<file path="src/rtl/load_store_unit.sv">
// Multi-cycle load/store unit between the single-cycle datapath and a
// req/ack data bus. It stalls the datapath while an access is in flight,
// drives byte-lane enables and replicated store data, and returns
// sign/zero-extended load data in the DONE cycle.
module load_store_unit #(
    parameter int AddressWidth  = 10,
    parameter int TimeoutCycles = 16
) (
    input  logic                    clk_i,
    input  logic                    rst_i,
    input  logic                    mem_r_en_i,
    input  logic                    mem_wr_en_i,
    input  logic [AddressWidth-1:0] addr_i,
    input  logic [31:0]             wr_data_i,
    input  logic [2:0]              funct3_i,
    output logic                    stall_o,
    output logic [31:0]             r_data_o,
    output logic                    misaligned_o,
    output logic                    bus_err_o,
    output logic                    bus_req_o,
    output logic                    bus_we_o,
    output logic [AddressWidth-1:0] bus_addr_o,
    output logic [3:0]              bus_be_o,
    output logic [31:0]             bus_wdata_o,
    input  logic                    bus_ack_i,
    input  logic [31:0]             bus_rdata_i
);

    typedef enum logic [1:0] {IDLE, BUSY, DONE} state_t;

    // Wide enough to hold TimeoutCycles-1 for any TimeoutCycles >= 1.
    localparam int CntWidth = $clog2(TimeoutCycles + 1);
    localparam logic [CntWidth-1:0] CntLast = CntWidth'(TimeoutCycles - 1);

    state_t              state_reg, state_next;
    logic [CntWidth-1:0] cnt_reg;
    logic [2:0]          funct3_reg;
    logic [1:0]          addr_lo_reg;
    logic [31:0]         r_data_reg;
    logic                err_reg;

    logic        req;
    logic        legal;
    logic [3:0]  be_c;
    logic [31:0] wdata_c;
    logic        start;
    logic        finish_ack;
    logic        abort;
    logic [7:0]  lane_byte;
    logic [15:0] lane_half;
    logic [31:0] load_ext;

    // Decode the incoming request: legality, byte enables and lane-replicated store data.
    always_comb begin
        req     = mem_r_en_i | mem_wr_en_i;
        legal   = 1'b0;
        be_c    = 4'b0000;
        wdata_c = 32'h0;
        if (mem_wr_en_i) begin
            // Store takes priority when both enables are high.
            case (funct3_i)
                3'b000: begin
                    legal   = 1'b1;
                    be_c    = 4'b0001 << addr_i[1:0];
                    wdata_c = {4{wr_data_i[7:0]}};
                end
                3'b001: begin
                    legal   = ~addr_i[0];
                    be_c    = addr_i[1] ? 4'b1100 : 4'b0011;
                    wdata_c = {2{wr_data_i[15:0]}};
                end
                3'b010: begin
                    legal   = (addr_i[1:0] == 2'b00);
                    be_c    = 4'b1111;
                    wdata_c = wr_data_i;
                end
                default: legal = 1'b0;
            endcase
        end else begin
            // Loads enable the lanes they read; store data is don't-care.
            case (funct3_i)
                3'b000, 3'b100: begin
                    legal = 1'b1;
                    be_c  = 4'b0001 << addr_i[1:0];
                end
                3'b001, 3'b101: begin
                    legal = ~addr_i[0];
                    be_c  = addr_i[1] ? 4'b1100 : 4'b0011;
                end
                3'b010: begin
                    legal = (addr_i[1:0] == 2'b00);
                    be_c  = 4'b1111;
                end
                default: legal = 1'b0;
            endcase
        end
    end

    // Select the addressed lane of the bus word and extend it per the registered funct3.
    always_comb begin
        lane_byte = bus_rdata_i[{addr_lo_reg, 3'b000} +: 8];
        lane_half = addr_lo_reg[1] ? bus_rdata_i[31:16] : bus_rdata_i[15:0];
        case (funct3_reg)
            3'b000:  load_ext = {{24{lane_byte[7]}}, lane_byte};
            3'b001:  load_ext = {{16{lane_half[15]}}, lane_half};
            3'b100:  load_ext = {24'h0, lane_byte};
            3'b101:  load_ext = {16'h0, lane_half};
            default: load_ext = bus_rdata_i;
        endcase
    end

    // Next-state logic plus the combinational stall/reject outputs.
    always_comb begin
        state_next   = state_reg;
        stall_o      = 1'b0;
        misaligned_o = 1'b0;
        start        = 1'b0;
        finish_ack   = 1'b0;
        abort        = 1'b0;
        case (state_reg)
            IDLE: begin
                if (req) begin
                    if (legal) begin
                        stall_o    = 1'b1;
                        start      = 1'b1;
                        state_next = BUSY;
                    end else begin
                        misaligned_o = 1'b1;
                    end
                end
            end
            BUSY: begin
                stall_o = 1'b1;
                if (bus_ack_i) begin
                    finish_ack = 1'b1;
                    state_next = DONE;
                end else if (cnt_reg == CntLast) begin
                    abort      = 1'b1;
                    state_next = DONE;
                end
            end
            DONE:    state_next = IDLE;
            default: state_next = IDLE;
        endcase
    end

    // State, bus request registers, timeout counter and captured load data.
    always_ff @(posedge clk_i or posedge rst_i) begin
        if (rst_i) begin
            state_reg   <= IDLE;
            cnt_reg     <= '0;
            funct3_reg  <= 3'b000;
            addr_lo_reg <= 2'b00;
            r_data_reg  <= 32'h0;
            err_reg     <= 1'b0;
            bus_req_o   <= 1'b0;
            bus_we_o    <= 1'b0;
            bus_addr_o  <= '0;
            bus_be_o    <= 4'b0000;
            bus_wdata_o <= 32'h0;
        end else begin
            state_reg <= state_next;
            err_reg   <= abort;
            if (start) begin
                bus_req_o   <= 1'b1;
                bus_we_o    <= mem_wr_en_i;
                bus_addr_o  <= {addr_i[AddressWidth-1:2], 2'b00};
                bus_be_o    <= be_c;
                bus_wdata_o <= wdata_c;
                funct3_reg  <= funct3_i;
                addr_lo_reg <= addr_i[1:0];
                cnt_reg     <= '0;
                r_data_reg  <= 32'h0;
            end else if (state_reg == BUSY) begin
                if (finish_ack || abort) begin
                    bus_req_o  <= 1'b0;
                    cnt_reg    <= '0;
                    // Stores and aborted accesses return zero.
                    r_data_reg <= (finish_ack && !bus_we_o) ? load_ext : 32'h0;
                end else begin
                    cnt_reg <= cnt_reg + 1'b1;
                end
            end
        end
    end

    assign bus_err_o = err_reg;
    assign r_data_o  = (state_reg == DONE) ? r_data_reg : 32'h0;

endmodule
</file>
<file path="config.mk">
export PLATFORM = sky130hd
export DESIGN_NAME = load_store_unit
export DESIGN_NICKNAME = d
export VERILOG_FILES = /design/src/rtl/load_store_unit.sv
export SDC_FILE = /design/constraint.sdc
export NUM_CORES = 1
export LEC_CHECK = 0
export CAP_MARGIN = 20
export CELL_PAD_IN_SITES_DETAIL_PLACEMENT = 1
export CELL_PAD_IN_SITES_GLOBAL_PLACEMENT = 2
export CORE_MARGIN = 2
export CORE_UTILIZATION = 24
export CTS_CLUSTER_DIAMETER = 100
export DETAILED_ROUTE_END_ITERATION = 12
export PLACE_DENSITY = 0.74
export SYNTH_ARGS = -nofsm -noshare
export SYNTH_HDL_FRONTEND = slang
export SYNTH_SLANG_ARGS = --single-unit
</file>
<file path="constraint.sdc">
create_clock -name clk_i -period 3.3 [get_ports clk_i]
set_input_delay 0.99 -clock clk_i [delete_from_list [all_inputs] [get_ports clk_i]]
set_output_delay 0.99 -clock clk_i [all_outputs]
set_load 0.01 [all_outputs]
</file>
# --- Word-level counts from Yosys, hierarchy flattened ---
# Index checks and enable logic that the tools add are counted.
op_classes:
  muxes: 39
  reduce_logical: 13
  n_eq_ne: 13
  add_sub_neg: 1
  bitwise_logic: 2
  shifts: 2
ops:
  columns: ["cell", "count"]
  rows:
  - ["32-bit two-way mux", 6]
  - ["32-bit one-hot mux with 4 select lines", 1]
  - ["32-bit one-hot mux with 3 select lines", 1]
  - ["32-bit by 6-bit indexed part select with 8-bit output", 1]
  - ["4-bit one-hot mux with 3 select lines", 2]
  - ["16-bit two-way mux", 1]
  - ["1-bit two-way mux", 15]
  - ["5-bit two-way mux", 3]
  - ["3-bit equality test, second input constant", 4]
  - ["2-bit two-way mux", 4]
  - ["4-bit two-way mux", 2]
  - ["3-bit by 1-bit equality test with 1-bit output, second input constant", 2]
  - ["3-bit zero test", 2]
  - ["1-bit one-hot mux with 3 select lines", 2]
  - ["5-bit by 1-bit adder with 5-bit output, second input constant", 1]
  - ["5-bit by 4-bit equality test with 1-bit output, second input constant", 1]
  - ["2-bit zero test", 2]
  - ["2-bit inequality test, second input constant", 2]
  - ["2-bit one-hot mux with 2 select lines", 1]
  - ["2-bit nonzero test", 2]
  - ["2-bit OR reduction", 2]
  - ["1-bit by 2-bit << shifter with 4-bit output, first input constant", 1]
  - ["3-bit by 2-bit equality test with 1-bit output, second input constant", 1]
  - ["3-bit inequality test, second input constant", 1]
  - ["10 further kinds", 10]
totals:
  output_inout_bits: 83
  ff_bits: 91
  elab_cells: 81
  in_bits: 82

# --- Logic depth before layout (Yosys ltp) ---
# Gate-level depths: netlist of run 1.
logic_depth:
  ltp_word: 9
  mapped_depth: 8
  ltp_nobuf: 7

# --- Worst setup path after synthesis of run 1 ---
# Ideal clock, no wire load.
synth_path:
  path_type: "input to output"
  startpoint: "input funct3_i[1]"
  endpoint: "output stall_o"
  required_ns: 2.310
  path_slack_ns: 0.460
  n_path_buf: 1
  arrival_ns: 1.850
  path_stages: 5
  path_cell_list: "clkbuf_1 -> a221oi_4 -> o221a_2 -> nor2_1 -> inv_1"
synth_via:
  elab_chain_cells: 7
  elab_cells_between_ends: 13
synth_lines:
  columns: ["item", "line", "rtl"]
  rows:
  - ["start, declared", "15", "input logic [2:0] funct3_i,"]
  - ["3-bit by 1-bit equality test with 1-bit output, or another cell as far along", "61, 81", null]
  - ["2-bit OR reduction", "81", "case (funct3_i)"]
  - ["1-bit one-hot mux with 3 select lines", "81", null]
  - ["1-bit two-way mux *", "59", "if (mem_wr_en_i) begin"]
  - ["1-bit two-way mux *", "123", "if (legal) begin"]
  - ["1-bit two-way mux *", "122", "if (req) begin"]
  - ["1-bit one-hot mux with 2 select lines *", "120", "case (state_reg)"]
  - ["end, declared", "16", "output logic stall_o,"]
# Every way passes the cells marked *; elsewhere a longest branch is shown, timed or not.

# --- Worst setup path in the final report of run 1 ---
layout_path:
  startpoint: "input funct3_i[2]"
  endpoint: "output stall_o"
# Same word-level chain as after synthesis.

==> summary.md, run 1 <==
| Metric | Value |
|---|---|
| Clock latency at the later pin of the worst-skew pair | `340 ps` |
| Worst slack after detailed placement | `-519.2 ps` |
| Primary flip-flop cell chosen by synthesis mapping | `dfrtp_1` |
| Maxcap violations | `0` |
| Number of standard cells in the final layout excluding fillers | `931` |
| Hold Crit Class | `reg2reg` |
| Pin slew with the least headroom to its limit | `1043 ps` |
| Synth top area cells | `dfrtp_1 48%, nand2_1 7.6%, o31ai_1 4.5%` |
| Category of the worst setup path launch point | `input port` |
| Max clock buf depth | `2` |
| Detail-routed net length per standard cell | `17.80 um` |
| Total iterations of the first detailed-routing run | `7` |
| Data required time at the worst endpoint | `2310 ps` |
| Depth of the worst register-to-register path | `3` |
| Synth cell types | `39` |
| Number of nets at the end of the flow | `744` |
| Port Buf Inserts | `162` |
| Critical setup path kind | `in2out` |
| Adder-Cell Fraction of Synth Area | `0.5313%` |
| Beginning of the worst register-to-register path | `funct3_reg[1]` |
| Post-synth EDFFs | `0` |
| Proportion of synthesized area in mux cells | `4.357%` |
| Startpoint of the most critical setup path | `funct3_i[2]` |
| Pin count of the biggest net entering global routing | `92` |
| First DRT Iteration DRCs | `145` |
| Post-CTS repair timing setup buffer count | `0` |
| Remaining antenna violation count after routing | `0` |
| Status | `finished, final reports clean` |
| Area fraction in and, or, nand and nor cells after synthesis | `19.50%` |
| CTS tree | `built` |
| Fraction of the mapped netlist area in compound gates | `22.34%` |
| Commonest non-fill, non-tap cell in the layout | `clkdlybuf4s50_1` |
| Synth warnings | `0` |
| Total internal power | `2.725 mW` |
| Cell count after placement | `914` |
| Number of flip-flops and latches in the synthesized netlist | `91` |
| Number of pins with negative max-slew slack in the final report | `0` |
| Share of the yosys chip area belonging to registers | `48.35%` |
| Initial antenna violation count | `2` |
| Capturing element of the worst setup path | `stall_o` |
| Portion of total power attributed to combinational logic | `33.1%` |
| Setup tns final | `0 ps` |
| Cells after synthesis | `504` |
| Average cell area after synthesis | `9.344 um^2` |
| Switch Pwr | `1.361 mW` |
| Starting Density | `24.36%` |
| Final-report hold violation count | `0` |
| Maximum fanout count along the critical path | `3` |
| Commonest cells after routing, fill and taps aside | `153 x clkdlybuf4s50_1, 95 x nand2_1, 91 x dfrtp_1, 41 x a21oi_1, 33 x and2_1` |
| Final worst path period need | `3199 ps` |
| Die Footprint | `20,760 um^2` |
| Die W | `144.1 um` |
| Synth Cell Area | `4710 um^2` |
| Wire length of the first global-routing pass | `26.05 mm` |
| Async S/R FF share, synth | `100.0%` |
| Setup slack, reg-to-reg | `1120 ps` |
| Std-Cell Core Area | `19,330 um^2` |
| Global route total overflow | `0` |
| Num Clock Sinks | `91` |
| Dominant combinational cell family by area after synthesis | `compound AO/OA/AOI/OAI gates` |
| Overall routing resource usage | `16.42%` |
| Setup repair after global routing missed its margin | `no` |
| Setup WS post-layout | `100.5 ps` |
| Terminus of the critical flop-to-flop path | `r_data_reg[26]` |
| Share of total power in sequential cells | `40.3%` |
| Total of endpoints with negative setup slack in the final report | `0` |
| Final routed DRC violation total | `0` |
| Post-synthesis share of cell area spent on xor and xnor gates | `0.1860%` |
| Row cnt | `51` |
| Number of hold buffers added after CTS | `0` |
| H-Tree Level Count | `3` |
| Synth top area share | `48.35%` |
| Switching share of power | `33.32%` |
| Post-route core utilization | `36.26%` |
| Remaining max-slew budget at the tightest pin | `30.49%` |
| Detail-routed via count per cell | `4.708` |
| Crit share post-route | `96.95%` |
| Synth area leader | `dfrtp_1` |
| GRT met3 Usage | `5.430%` |
| Buffer cell driving the clock tree root | `clkbuf_16` |
| Via count of the first global-routing pass | `4,784` |
| Die boundary height | `144.1 um` |
| Proportion of layout cells with a drive suffix above 1 | `7.820%` |
| Power density over the cells | `582.9 nW/um^2` |
| Layout Area Growth over Synthesis | `48.86%` |
| Max frequency | `312.6 MHz` |
| Detailed Place HPWL | `12.15 mm` |
| DR vias | `4,383` |
| Worst Path Arrival | `2210 ps` |
| I/O Pins | `165` |
| Routability congestion estimate from global placement | `0.8348` |
| Worst clock skew on the final layout | `4.469 ps` |
| Leakage | `3.073 nW` |
| Wire length reported by the detailed router | `16.58 mm` |
| Met2 capacity usage during global routing | `26.59%` |
| Cts bufs inserted | `9` |
| Part of the total power dissipated in the clock network | `26.6%` |
| Setup crit end kind | `primary output` |
| Maximum VDD drop | `241.5 uV` |
| Clock-pin slew on the worst setup and hold paths | `70 ps` |
| Met1 track utilization from global routing | `20.91%` |
| Grt peak-use layer | `met2` |
-- synth_stat cells, types with 2 or more instances --
master and instances:
nand2_1 95, dfrtp_1 91, a21oi_1 41, and2_1 33
clkbuf_1 31, o31ai_1 28, a22o_1 19, a21o_1 16
mux2i_1 16, inv_1 14, nor2b_1 14, nor2_1 13
o21ai_0 13, nand2b_1 12, nand3_1 10, a32o_1 8
a32oi_1 7, buf_2 7, o211ai_1 7, mux2_2 4
nor3_1 3, nor3b_1 3, buf_4 2, ha_1 2
-- power groups by stage --
| stage | combinational, mW | sequential (mW) | clock [mW] |
|---|---|---|---|
| 2_1_floorplan | 0.763 | 1.59 | 0 |
| 3_3_place_gp | 1.35 | 1.65 | 0 |
| 3_5_place_dp | 1.38 | 1.67 | 0 |
| 4_1_cts | 1.37 | 1.65 | 1.13 |
| 5_1_grt | 1.50 | 1.69 | 1.18 |
| 6_report | 1.35 | 1.65 | 1.09 |
-- logic make-up after synthesis --
| logic type | Yosys count |
|---|---|
| other | 1 |
| adders and majority gates | 2 |
| xor gates and xnor gates | 1 |
| AOI/OAI and AO/OA | 147 |
| buffers and inverters | 54 |
| DFF | 91 |
| muxes | 20 |
| and+or+nand+nor | 188 |
-- per-layer routing --
| metal | share of wire [%] | wire [um] |
|---|---|---|
| met1 | 44 | 7352 |
| met2 | 46 | 7560 |
| met3 | 8.7 | 1444 |
| met4 | 1.2 | 204 |
| met5 | 0.078 | 13 |
-- how the worst min path moves through the flow --
| stage | endpoint | slack, ps | from | cells after the start |
|---|---|---|---|---|
| floorplan | r_data_reg[10] | 460 | r_data_reg[10] | 1 |
| global placement | bus_wdata_o[3] | 450 | bus_wdata_o[3] | 2 |
| detailed placement | bus_wdata_o[4] | 470 | bus_wdata_o[4] | 2 |
| CTS | bus_wdata_o[4] | 480 | bus_wdata_o[4] | 2 |
| global route | bus_wdata_o[31] | 510 | bus_wdata_o[31] | 2 |
| finish | bus_wdata_o[4] | 470 | bus_wdata_o[4] | 2 |
-- area by class of cell --
class	count	area [um^2]
diodes	1	2.502
clock buffers	11	252.7
clock inverters	5	60.06
fillers	2224	12320
inverters	14	56.30
multi-input cells	360	2228
flip-flops and latches	91	2277
well taps	265	331.6
repair buffers	184	1802
-- timing repair --
| item | CTS | global route |
|---|---|---|
| endpoints found under the setup margin | 2 | 1 |
| pin swaps | 0 | 2 |
| resized for setup | 9 | 3 |
-- critical path: stages --
cell and delay, ps:
dlygate4sd2_1 310, a221oi_4 320, o221a_2 230, nor2_1 50, inv_1 80, clkdlybuf4s15_1 230
-- stage by stage --
stage | total power [mW] | cell area (um^2) | hold WS [ps]
2_1_floorplan | 2.357 | 4717 | 457.7
3_3_place_gp | 3.002 | 6705 | 449.0
3_5_place_dp | 3.044 | 6705 | 465.6
4_1_cts | 4.150 | 7009 | 481.8
5_1_grt | 4.369 | 7008 | 506.8
6_report | 4.086 | 7010 | 474.4
Note: power is estimated with default switching activity, not from simulation.
==> run 2, diff against run 1 <==
--- a/config.mk
+++ b/config.mk
@@ -12,7 +12,9 @@
 export CORE_UTILIZATION = 24
 export CTS_CLUSTER_DIAMETER = 100
 export DETAILED_ROUTE_END_ITERATION = 12
+export MAX_ROUTING_LAYER = met4
 export PLACE_DENSITY = 0.74
+export SKIP_CTS_REPAIR_TIMING = 1
 export SYNTH_ARGS = -nofsm -noshare
 export SYNTH_HDL_FRONTEND = slang
 export SYNTH_SLANG_ARGS = --single-unit
==> run 2 against run 1 <==
Combinational power barely moved; clock power barely moved; via count rose by 0.48%; critical path depth did not move; clock-buffer cell count did not move; sequential share of layout area fell by 0.16 points; first-iteration DRC count fell by 9.7%; largest power group unchanged; highest routed layer is now met4.
==> summary.md, run 2 (synthesized netlist as in run 1, its figures left out) <==
| Metric | Value |
|---|---|
| Die W | `144.1 um` |
| Wire length of the first global-routing pass | `25.92 mm` |
| Worst Path Arrival | `2180 ps` |
| Via count of the first global-routing pass | `4,810` |
| Clock latency at the later pin of the worst-skew pair | `340 ps` |
| Status | `finished, final reports clean` |
| Remaining max-slew budget at the tightest pin | `29.73%` |
| Remaining antenna violation count after routing | `0` |
| Die boundary height | `144.1 um` |
| H-Tree Level Count | `3` |
| Final worst path period need | `3171 ps` |
| Maximum VDD drop | `243.8 uV` |
| Data required time at the worst endpoint | `2310 ps` |
| Post-route cell area | `7046 um^2` |
| Die Footprint | `20,760 um^2` |
| Detail-routed net length per standard cell | `17.72 um` |
| Initial antenna violation count | `3` |
| First DRT Iteration DRCs | `131` |
| Number of nets at the end of the flow | `744` |
| Cts bufs inserted | `9` |
| Worst slack after detailed placement | `-519.2 ps` |
| Power density over the cells | `579.7 nW/um^2` |
| Category of the worst setup path launch point | `input port` |
| Starting Density | `24.36%` |
| Wire length reported by the detailed router | `16.54 mm` |
| Buffer cell driving the clock tree root | `clkbuf_16` |
| Pin count of the biggest net entering global routing | `92` |
| Cell count after placement | `914` |
| Num Clock Sinks | `91` |
| Slowest cell delay on critical path | `460 ps` |
| Detail-routed via count per cell | `4.720` |
| Number of pins with negative max-slew slack in the final report | `0` |
| Total iterations of the first detailed-routing run | `4` |
| Setup crit end kind | `primary output` |
| Final routed DRC violation total | `0` |
| Fill cell total of the finished layout | `2,220` |
| Number of standard cells in the final layout excluding fillers | `933` |
| Global route total overflow | `0` |
| Worst clock skew on the final layout | `6.050 ps` |
| Detailed Place HPWL | `12.15 mm` |
| Total power draw | `4.084 mW` |
| Commonest cells after routing, fill and taps aside | `155 x clkdlybuf4s50_1, 95 x nand2_1, 91 x dfrtp_1, 41 x a21oi_1, 33 x and2_1` |
| Overall routing resource usage | `16.87%` |
| Setup tns final | `0 ps` |
| Ordered list of cells on the worst path | `clkdlybuf4s50_1, a221oi_4, o221a_2, nor2_2, inv_1, dlymetal6s2s_1` |
| Row cnt | `51` |
| DR vias | `4,404` |
| Setup WS post-layout | `129.1 ps` |
| Layout Area Growth over Synthesis | `49.60%` |
| Clock-pin slew on the worst setup and hold paths | `70 ps` |
| Routability congestion estimate from global placement | `0.8477` |
| CTS tree | `built` |
| Proportion of layout cells with a drive suffix above 1 | `7.820%` |
| Setup repair after global routing missed its margin | `no` |
| Pin slew with the least headroom to its limit | `1054 ps` |
| I/O Pins | `165` |
| Slowest cell on the critical path | `clkdlybuf4s50_1` |
| Leakage | `3.124 nW` |
| Hold Crit Class | `reg2reg` |
| Std-Cell Core Area | `19,330 um^2` |
| Max frequency | `315.4 MHz` |
| Maxcap violations | `0` |
| Maximum fanout count along the critical path | `2` |
| Placed Area | `6705 um^2` |
| Crit share post-route | `96.09%` |
| Total of endpoints with negative setup slack in the final report | `0` |
| Critical setup path kind | `in2out` |
| Port Buf Inserts | `162` |
| Max clock buf depth | `2` |
| Final-report hold violation count | `0` |
| Commonest non-fill, non-tap cell in the layout | `clkdlybuf4s50_1` |
==> run 2: cell types whose count changed in the layout (fill, tap and decap cells not counted), sizes merged <==
cell | before | now
dlygate4sd2 | 6 | 0
dlymetal6s2s | 1 | 7
diode | 1 | 3
clkdlybuf4s15 | 1 | 0
clkdlybuf4s50 | 153 | 155
clkbuf | 12 | 11
==> run 2: routing by layer <==
layer	GRT usage, %	routed length (um)	vias up
met5	-	0	-
met4	4.025	173	0
met3	5.563	1407	13
met2	26.57	7534	145
met1	21.08	7422	2168
li1	-	-	2078
==> run 2: final timing paths <==
check,start,end,slack (ps),cells after the start
worst min register to register,bus_wdata_o[4],bus_wdata_o[4],480,2
max in group asynchronous,rst_i,bus_wdata_o[24],1750,3
worst max register to register,funct3_reg[1],r_data_reg[26],1110,3
worst max-delay path,funct3_i[1],stall_o,130,6
min in group asynchronous,rst_i,bus_err_o,1110,3
worst min-delay path,bus_wdata_o[4],bus_wdata_o[4],480,2
==> run 2: stage by stage <==
stage | utilization (%) | hold slack, ps
2_1_floorplan | - | 457.7
3_3_place_gp | 34.68 | 449.0
3_5_place_dp | 34.68 | 465.6
4_1_cts | 36.30 | 481.8
5_1_grt | 36.44 | 507.1
6_report | 36.44 | 475.3
==> run 2: power by group <==
part	switching [mW]	leakage, nW	internal [mW]
Combinational	0.659	1.76	0.698
Clock	0.450	0.152	0.632
Sequential	0.246	1.21	1.40
Total	1.35	3.12	2.73
==> run 2: worst max-delay path: cells and delay by family <==
family                 cells  cell delay [ps]
buffers and inverters      3              680
AOI/OAI and AO/OA          2              460
and+or+nand+nor            1               50
==> run 2: cell type report <==
type	count	area (um^2)	share of cell area, %
tap	265	331.6	4.706
multi-input combinational	360	2231	31.66
clock inverter	5	60.06	0.8524
antenna	3	7.507	0.1066
timing repair buffer	184	1829	25.96
inverter	14	56.30	0.7991
clock buffer	11	252.7	3.587
sequential	91	2277	32.32
==> run 3, diff against run 2 <==
--- a/config.mk
+++ b/config.mk
@@ -8,7 +8,6 @@
 export CAP_MARGIN = 20
 export CELL_PAD_IN_SITES_DETAIL_PLACEMENT = 1
 export CELL_PAD_IN_SITES_GLOBAL_PLACEMENT = 2
-export CORE_MARGIN = 2
 export CORE_UTILIZATION = 24
 export CTS_CLUSTER_DIAMETER = 100
 export DETAILED_ROUTE_END_ITERATION = 12
==> run 3 against run 2 <==
Global-route usage is 0.59 points higher; critical path depth did not move; flip-flop and latch count is the same; maximum frequency is 0.95% lower; combinational power is 4% higher; clock-buffer cell count is the same; critical path type unchanged; largest power group unchanged; final area is 0.32% higher; final cell count down 0.32%; critical endpoint unchanged; sequential power shrank 2%; die area is 2.8% lower.
==> summary.md, run 3 (synthesized netlist as in run 1, its figures left out) <==
| Metric | Value |
|---|---|
| Status | `finished, final reports clean` |
| I/O Pins | `165` |
| Row cnt | `50` |
| Final-report hold violation count | `0` |
| Portion of total power attributed to combinational logic | `34.3%` |
| Commonest cells after routing, fill and taps aside | `155 x clkdlybuf4s50_1, 95 x nand2_1, 91 x dfrtp_1, 41 x a21oi_1, 33 x and2_1` |
| Data required time at the worst endpoint | `2310 ps` |
| Num Clock Sinks | `91` |
| Share of total power in sequential cells | `39.3%` |
| Overall routing resource usage | `17.46%` |
| Slowest cell on the critical path | `clkdlybuf4s50_1` |
| Commonest non-fill, non-tap cell in the layout | `clkdlybuf4s50_1` |
| Detail-routed via count per cell | `4.708` |
| Critical setup path kind | `in2out` |
| Die boundary height | `142.1 um` |
| Depth of the worst register-to-register path | `7` |
| Starting Density | `24.84%` |
| Max clock buf depth | `2` |
| Layout Area Growth over Synthesis | `50.08%` |
| Ordered list of cells on the worst path | `clkdlybuf4s50_1, a221oi_4, o221a_2, nor2_2, inv_1, dlymetal6s2s_1` |
| Pin count of the biggest net entering global routing | `72` |
| Worst clock skew on the final layout | `5.907 ps` |
| Total power draw | `4.100 mW` |
| Max frequency | `312.4 MHz` |
| Capturing element of the worst setup path | `stall_o` |
| Power density over the cells | `580.1 nW/um^2` |
| Total internal power | `2.734 mW` |
| Category of the worst setup path launch point | `input port` |
| Clock-pin slew on the worst setup and hold paths | `70 ps` |
| DR vias | `4,378` |
| Detailed Place HPWL | `12.28 mm` |
| CTS tree | `built` |
| Maximum VDD drop | `264.9 uV` |
| Part of the total power dissipated in the clock network | `26.4%` |
| Hold Crit Class | `reg2reg` |
| Routability congestion estimate from global placement | `0.8448` |
| Setup slack, reg-to-reg | `1150 ps` |
| Beginning of the worst register-to-register path | `cnt_reg[0]` |
| Detail-routed net length per standard cell | `17.87 um` |
| Proportion of layout cells with a drive suffix above 1 | `8.096%` |
| Global route total overflow | `0` |
| Wire length reported by the detailed router | `16.62 mm` |
| Setup crit end kind | `primary output` |
| Final worst path period need | `3201 ps` |
| Maxcap violations | `0` |
| Total iterations of the first detailed-routing run | `4` |
| Die W | `142.1 um` |
| Port Buf Inserts | `162` |
| Switch Pwr | `1.367 mW` |
| Fill cell total of the finished layout | `2,140` |
| Setup repair after global routing missed its margin | `no` |
| Total of endpoints with negative setup slack in the final report | `0` |
| Remaining antenna violation count after routing | `0` |
| Crit share post-route | `97.01%` |
| Pin slew with the least headroom to its limit | `1051 ps` |
| Clock latency at the later pin of the worst-skew pair | `350 ps` |
| Setup tns final | `0 ps` |
| Number of pins with negative max-slew slack in the final report | `0` |
| Buffer cell driving the clock tree root | `clkbuf_16` |
| Via count of the first global-routing pass | `4,671` |
| Remaining max-slew budget at the tightest pin | `29.66%` |
| First DRT Iteration DRCs | `145` |
| Leakage | `3.131 nW` |
| Terminus of the critical flop-to-flop path | `cnt_reg[2]` |
| Placed Area | `6726 um^2` |
| Startpoint of the most critical setup path | `funct3_i[1]` |
| Number of nets at the end of the flow | `746` |
| Wire length of the first global-routing pass | `26.12 mm` |
| Final routed DRC violation total | `0` |
| Maximum fanout count along the critical path | `2` |
| Switching share of power | `33.34%` |
| Std-Cell Core Area | `18,960 um^2` |
| Post-route cell area | `7068 um^2` |
| Hold Path Depth | `2` |
| Cts bufs inserted | `9` |
| Initial antenna violation count | `3` |
| Slowest cell delay on critical path | `460 ps` |
| Worst Path Arrival | `2210 ps` |
| H-Tree Level Count | `3` |
| Die Footprint | `20,190 um^2` |
## run 3: cell types whose count changed in the layout (fill, tap and decap cells not counted), sizes merged
| cell | previous run | this run |
|---|---|---|
| buf | 22 | 24 |
| clkinv | 2 | 1 |
| clkinvlp | 2 | 4 |
| inv | 14 | 13 |
## run 3: layout make-up
class                           instances  area, um^2  share of cell area [%]
Inverter                               14       56.30                  0.7966
Tap cell                              260       325.3                   4.603
Timing Repair Buffer                  186        1857                   26.27
Clock inverter                          5       61.31                  0.8674
Sequential cell                        91        2277                   32.22
Antenna cell                            3       7.507                  0.1062
Multi-Input combinational cell        360        2231                   31.56
Clock buffer                           11       252.7                   3.576
## run 3: critical path: cells and delay by family
kind	cells	cell delay, ps
simple gates	1	50
compound gates	2	490
buf+inv	3	690
## run 3: per-stage QoR
stage	std cells	worst slack (ps)	util [%]	hold WS, ps
after floorplan	505	459.9	-	457.7
after global placement	911	-473.1	35.49	451.3
after detailed placement	911	-511.0	35.49	459.4
after CTS	927	-512.2	37.14	475.1
after global routing	930	19.59	37.29	498.9
final	930	98.61	37.29	467.0
## run 3: worst min-delay path by stage
stage | start | to | slack (ps)
6_report | bus_wdata_o[2] | bus_wdata_o[2] | 470
2_1_floorplan | r_data_reg[10] | r_data_reg[10] | 460
3_5_place_dp | bus_wdata_o[2] | bus_wdata_o[2] | 460
5_1_grt | bus_addr_o[5] | bus_addr_o[5] | 500
3_3_place_gp | bus_wdata_o[3] | bus_wdata_o[3] | 450
4_1_cts | bus_wdata_o[2] | bus_wdata_o[2] | 480
## run 3: layer usage
| layer | global-route usage (%) | part of all wire, % | vias up | wire length [um] |
|---|---|---|---|---|
| met5 | - | 0 | - | 0 |
| met4 | 4.075 | 0.96 | 0 | 159 |
| met3 | 6.057 | 8.7 | 13 | 1438 |
| met2 | 27.86 | 47 | 157 | 7776 |
| met1 | 21.09 | 44 | 2128 | 7240 |
| li1 | - | - | 2080 | - |
## run 3: power by group through the flow
stage	registers, mW	clock network, mW	logic (mW)
floorplan	1.59	0	0.763
global placement	1.62	0	1.38
detailed placement	1.63	0	1.42
CTS	1.61	1.13	1.43
global route	1.65	1.17	1.55
finish	1.61	1.08	1.41
